===== config.mk =====
export PLATFORM = sky130hd
export DESIGN_NAME = sw_input_frontend
export DESIGN_NICKNAME = d
export VERILOG_FILES = /design/src/rtl/sw_input_frontend.sv
export SDC_FILE = /design/constraint.sdc
export NUM_CORES = 1
export LEC_CHECK = 0
export ABC_AREA = 1
export CORE_MARGIN = 5
export CORE_UTILIZATION = 30
export DETAILED_ROUTE_END_ITERATION = 10
export PLACE_DENSITY = 0.51
export SLEW_MARGIN = 20
export SYNTH_ARGS = -nofsm -noshare
export SYNTH_HDL_FRONTEND = slang
export SYNTH_SLANG_ARGS = --single-unit

===== constraint.sdc =====
create_clock -name clk -period 2.9 [get_ports clk]
set_input_delay 0.435 -clock clk [delete_from_list [all_inputs] [get_ports clk]]
set_output_delay 0.435 -clock clk [all_outputs]
set_load 0.1 [all_outputs]

===== src/rtl/sw_input_frontend.sv =====
// ----------------------------------------------------------------------------
// sw_input_frontend: sync + debounce of 9 board inputs, button handshake to CPU
// Revision: 1.0
// ----------------------------------------------------------------------------
`default_nettype none

module sw_input_frontend #(
    parameter int DB_CYCLES = 16,
    parameter int CW        = $clog2(DB_CYCLES)
) (
    input  logic       clk,
    input  logic       reset,
    input  logic [8:0] raw_sw_i,
    output logic [8:0] sw_o,
    output logic       press_o,
    output logic       release_o
);

    localparam logic [CW-1:0] CNT_MAX = CW'(DB_CYCLES - 1);

    typedef enum logic [0:0] {
        IDLE = 1'b0,
        HELD = 1'b1
    } state_t;

    logic [8:0]    sync1_q, sync2_q;
    logic [8:0]    cand_q, cand_d;
    logic [CW-1:0] cnt_q, cnt_d;
    logic [8:0]    deb_q, deb_d;
    state_t        state_q;

    // Whole-vector debounce: any toggling bit restarts the stability count.
    always_comb begin
        cand_d = cand_q;
        cnt_d  = cnt_q;
        deb_d  = deb_q;
        if (sync2_q != cand_q) begin
            cand_d = sync2_q;
            cnt_d  = '0;
        end else if (cnt_q == CNT_MAX) begin
            deb_d  = cand_q;
        end else begin
            cnt_d  = cnt_q + CW'(1);
        end
    end

    always_ff @(posedge clk) begin
        if (reset) begin
            sync1_q <= '0;
            sync2_q <= '0;
            cand_q  <= '0;
            cnt_q   <= '0;
            deb_q   <= '0;
        end else begin
            sync1_q <= raw_sw_i;
            sync2_q <= sync1_q;
            cand_q  <= cand_d;
            cnt_q   <= cnt_d;
            deb_q   <= deb_d;
        end
    end

    // Operand is frozen while the button is held so software reads a stable value.
    always_ff @(posedge clk) begin
        if (reset) begin
            state_q   <= IDLE;
            sw_o      <= '0;
            press_o   <= 1'b0;
            release_o <= 1'b0;
        end else begin
            press_o   <= 1'b0;
            release_o <= 1'b0;
            case (state_q)
                IDLE: begin
                    if (deb_q[8]) begin
                        state_q <= HELD;
                        sw_o    <= {1'b1, deb_q[7:0]};
                        press_o <= 1'b1;
                    end else begin
                        sw_o    <= {1'b0, deb_q[7:0]};
                    end
                end
                HELD: begin
                    if (!deb_q[8]) begin
                        state_q   <= IDLE;
                        sw_o      <= {1'b0, deb_q[7:0]};
                        release_o <= 1'b1;
                    end
                end
                default: state_q <= IDLE;
            endcase
        end
    end

endmodule

`default_nettype wire


==> summary.md <==
| Metric | Value |
|---|---|
| Outcome | `completed` |
| Row count | `29` |
| Maximum clock insertion buffer count | `2` |
| Grt total ovfl | `0` |
| TritonRoute pass-1 iters | `4` |
| Worst vdd ir | `around 0.20 mV` |
| Type of origin of the critical path | `flip-flop` |
| Worst Clk Skew | `0.00525 ns` |
| RSZ-0062 raised after global routing | `false` |
| Placed Cells | `338` |
| CTS Hold Bufs | `0` |
| IO Port Bufs | `21` |
| Final Hold Vio Count | `0` |
| MaxCap Viol Count | `0` |
| Period utilisation layout | `0.558` |
| Ys Warns | `0` |
| CTS root buf | `clkbuf_8` |
| Final GP Congestion | `0.668` |
| Area grow syn2layout | `16.5%` |
| Tightest Pin Transition | `just under 0.6 ns` |
| Classification of the worst setup path | `flip-flop to flip-flop` |
| Leading area contributor after synthesis | `dfxtp_1` |
| Synth Area in Compound Gates | `0.0597` |
| Top cell type's share of synthesized area | `0.540` |
| Met2 WL | `between 1 and 1.5 mm` |
| Vias per cell | `around 4` |
| Max stage delay on crit path | `0.47 ns` |
| Seq/Total Area, Yosys | `0.540` |
| DRT iter0 DRCs | `43` |
| Post-synthesis mux area share | `0` |
| Largest family of logic cells by synthesized area | `simple AND/OR/NAND/NOR gates` |
| Die height | `90.2 µm` |
| CTS tree | `done` |
| Residual DRC count | `0` |
| PD cells | `535 mW/mm²` |
| Hold slack | `0.403 ns` |
| Largest net degree at the start of global routing | `21` |
| Post-synth EDFFs | `0` |
| Leakage | `0.976 nW` |
| Synth top cells by count | `inv_1, dfxtp_1, nand2_1` |
| Top-count cell post-synth | `inv_1` |
| Post-synthesis xor/xnor area fraction | `0.00454` |
| Crit path top cell by count | `nand2_1` |
| Synth area leaders | `dfxtp_1, inv_1, nand2_1` |
| Worst-path clk slew | `0.08 ns` |
| Synth Instances | `247` |
| Setup bufs post-CTS | `0` |
| Avg Cell Area, Syn | `7.81 µm²` |
| Gr usage total | `0.0815` |
| Vias in the first global route | `1285` |
| Crit path time final | `~1.6 ns` |
| Synth Area in Adders | `0.00649` |
| Die width | `90.2 µm` |
| CP max FO | `14` |
| Post_cts resized | `0` |
| Critical Path End Type | `flip-flop` |
| Initial antenna violation count | `0` |
| Fillers | `716` |
| CP delay by family, top | `simple AND/OR/NAND/NOR gates` |
| DR top layer | `met4` |
| Ratio of cells with drive above 1 in the final layout | `0.127` |
| CP arrival | `1.86 ns` |
| Power Total | `1.20 mW` |
| Final ANT Viol Nets | `0` |
| Worst Hold Class | `flip-flop to flip-flop` |
| Routed WL | `3.04 mm` |
| Storage cell area | `0.00104 mm²` |
| Fin. max-slew vios | `0` |
| Ys async rst share | `0` |
| Syn Std Cell Area | `0.00193 mm²` |
| Cells along the critical path | `ha_1, nand2_1, nor2_2, nand3_4, nand2_1, inv_1, nor2_1` |
| Top_reg_cell synth | `dfxtp_1` |
| Routed WL per cell | `8.81 µm` |
| Post-synthesis simple-gate area fraction | `0.252` |
| Normalized max-slew margin | `0.605` |
| # nets final | `280` |
| Yosys reg bits | `52` |
| Global-route wire length before repair | `approximately 5.5 mm` |
| Critical-path top delay cell | `nor2_2` |
| Final setup viols | `0` |
| Htree depth | `2` |
| Req. time, crit path | `3.14 ns` |
| Final Non-Filler Cells | `345` |
| N_diodes | `0` |
| Area of the multi-input gates | `slightly above 600 µm²` |
| Area of the die | `0.00813 mm²` |
| Max Clk Rate | `618 MHz` |
| Starting Density | `0.305` |
| Clock Latency Late Sink | `0.30 ns` |
| Sink Count | `52` |
| Wl on met1 | `1.50 mm` |
| Total CTS buffers | `5` |
| Boundary Pins | `22` |
| Syn_nets | `259` |
| Sum Neg Setup Slack | `0 ns` |
| Area of the core | `0.00631 mm²` |
| Metal3 WL | `167 µm` |
| HPWL Detailed | `2.13 mm` |
| DR vias | `1383` |
| Netlist cell types | `26` |
| CP bufs+invs | `1` |
logic make-up after synthesis:
group | Yosys count
buf+inv | 66
xor+xnor | 1
flops | 52
fa+ha+maj | 1
compound gates | 21
simple gates | 106
layout by cell type, fill, tap and decap left out, drive strengths merged:
master,instances
clkbuf,6
buf,12
inv,58
nor2,44
clkinv,1
dfxtp,52
nand4,11
nand3,4
clkdlybuf4s50,10
nor3,3
o21ai,8
a21oi,12
o21a,1
xnor2,1
ha,1
nand2,43
or2,1
state kept, by name (all words and copies together), names as in the netlist:
signal     count
sync2_q        9
sync1_q        9
release_o      1
cnt_q          4
press_o        1
deb_q          9
sw_o           9
state_q        1
cand_q         9
area by class of cell:
cell class | count | share of cell area
clock buffer | 6 | 0.0323
clock inverter | 1 | 0.00223
inverter | 58 | 0.0969
multi-input combinational | 129 | 0.277
sequential | 52 | 0.464
tap | 77 | 0.0429
timing repair buffer | 22 | 0.0847
path summary, 6_finish.rpt:
path                    from         end  slack [ns]  cells after the start
setup / recovery    cnt_q[0]    deb_q[3]        1.28                      7
hold / removal    sync1_q[1]  sync2_q[1]        0.40                      2
setup reg to reg    cnt_q[0]    deb_q[3]        1.28                      7
hold reg to reg   sync1_q[1]  sync2_q[1]        0.40                      2
power by group:
group	internal [mW]	switching (mW)	leakage (nW)	total (mW)
Sequential	0.730	0.00685	0.424	0.736
Clock	0.165	0.217	0.0410	0.382
Combinational	0.0326	0.0500	0.511	0.0827
worst reg2reg max path, delay by kind of cell (launching register included):
family / cells / cell delay [ns]
buffers and inverters: 1 / 0.04
AND/OR/NAND/NOR: 5 / 0.97
flip-flops: 1 / 0.38
adder cells (fa/ha/maj): 1 / 0.18
through the flow:
step / instance area, µm² / setup slack, ns / util
6_report: 2250 / 1.28 / 0.356
5_1_grt: 2250 / 1.09 / 0.356
3_3_place_gp: 2170 / 1.04 / 0.343
3_5_place_dp: 2170 / 0.999 / 0.343
4_1_cts: 2250 / 1.27 / 0.356
2_1_floorplan: 1930 / 1.54 / -
layer usage:
metal	vias to the layer above	GRT usage
li1	769	-
met1	586	0.0969
met2	23	0.130
met3	5	0.0309
met4	0	0.0372
met5	-	0
(Power assumes the default switching activity.)
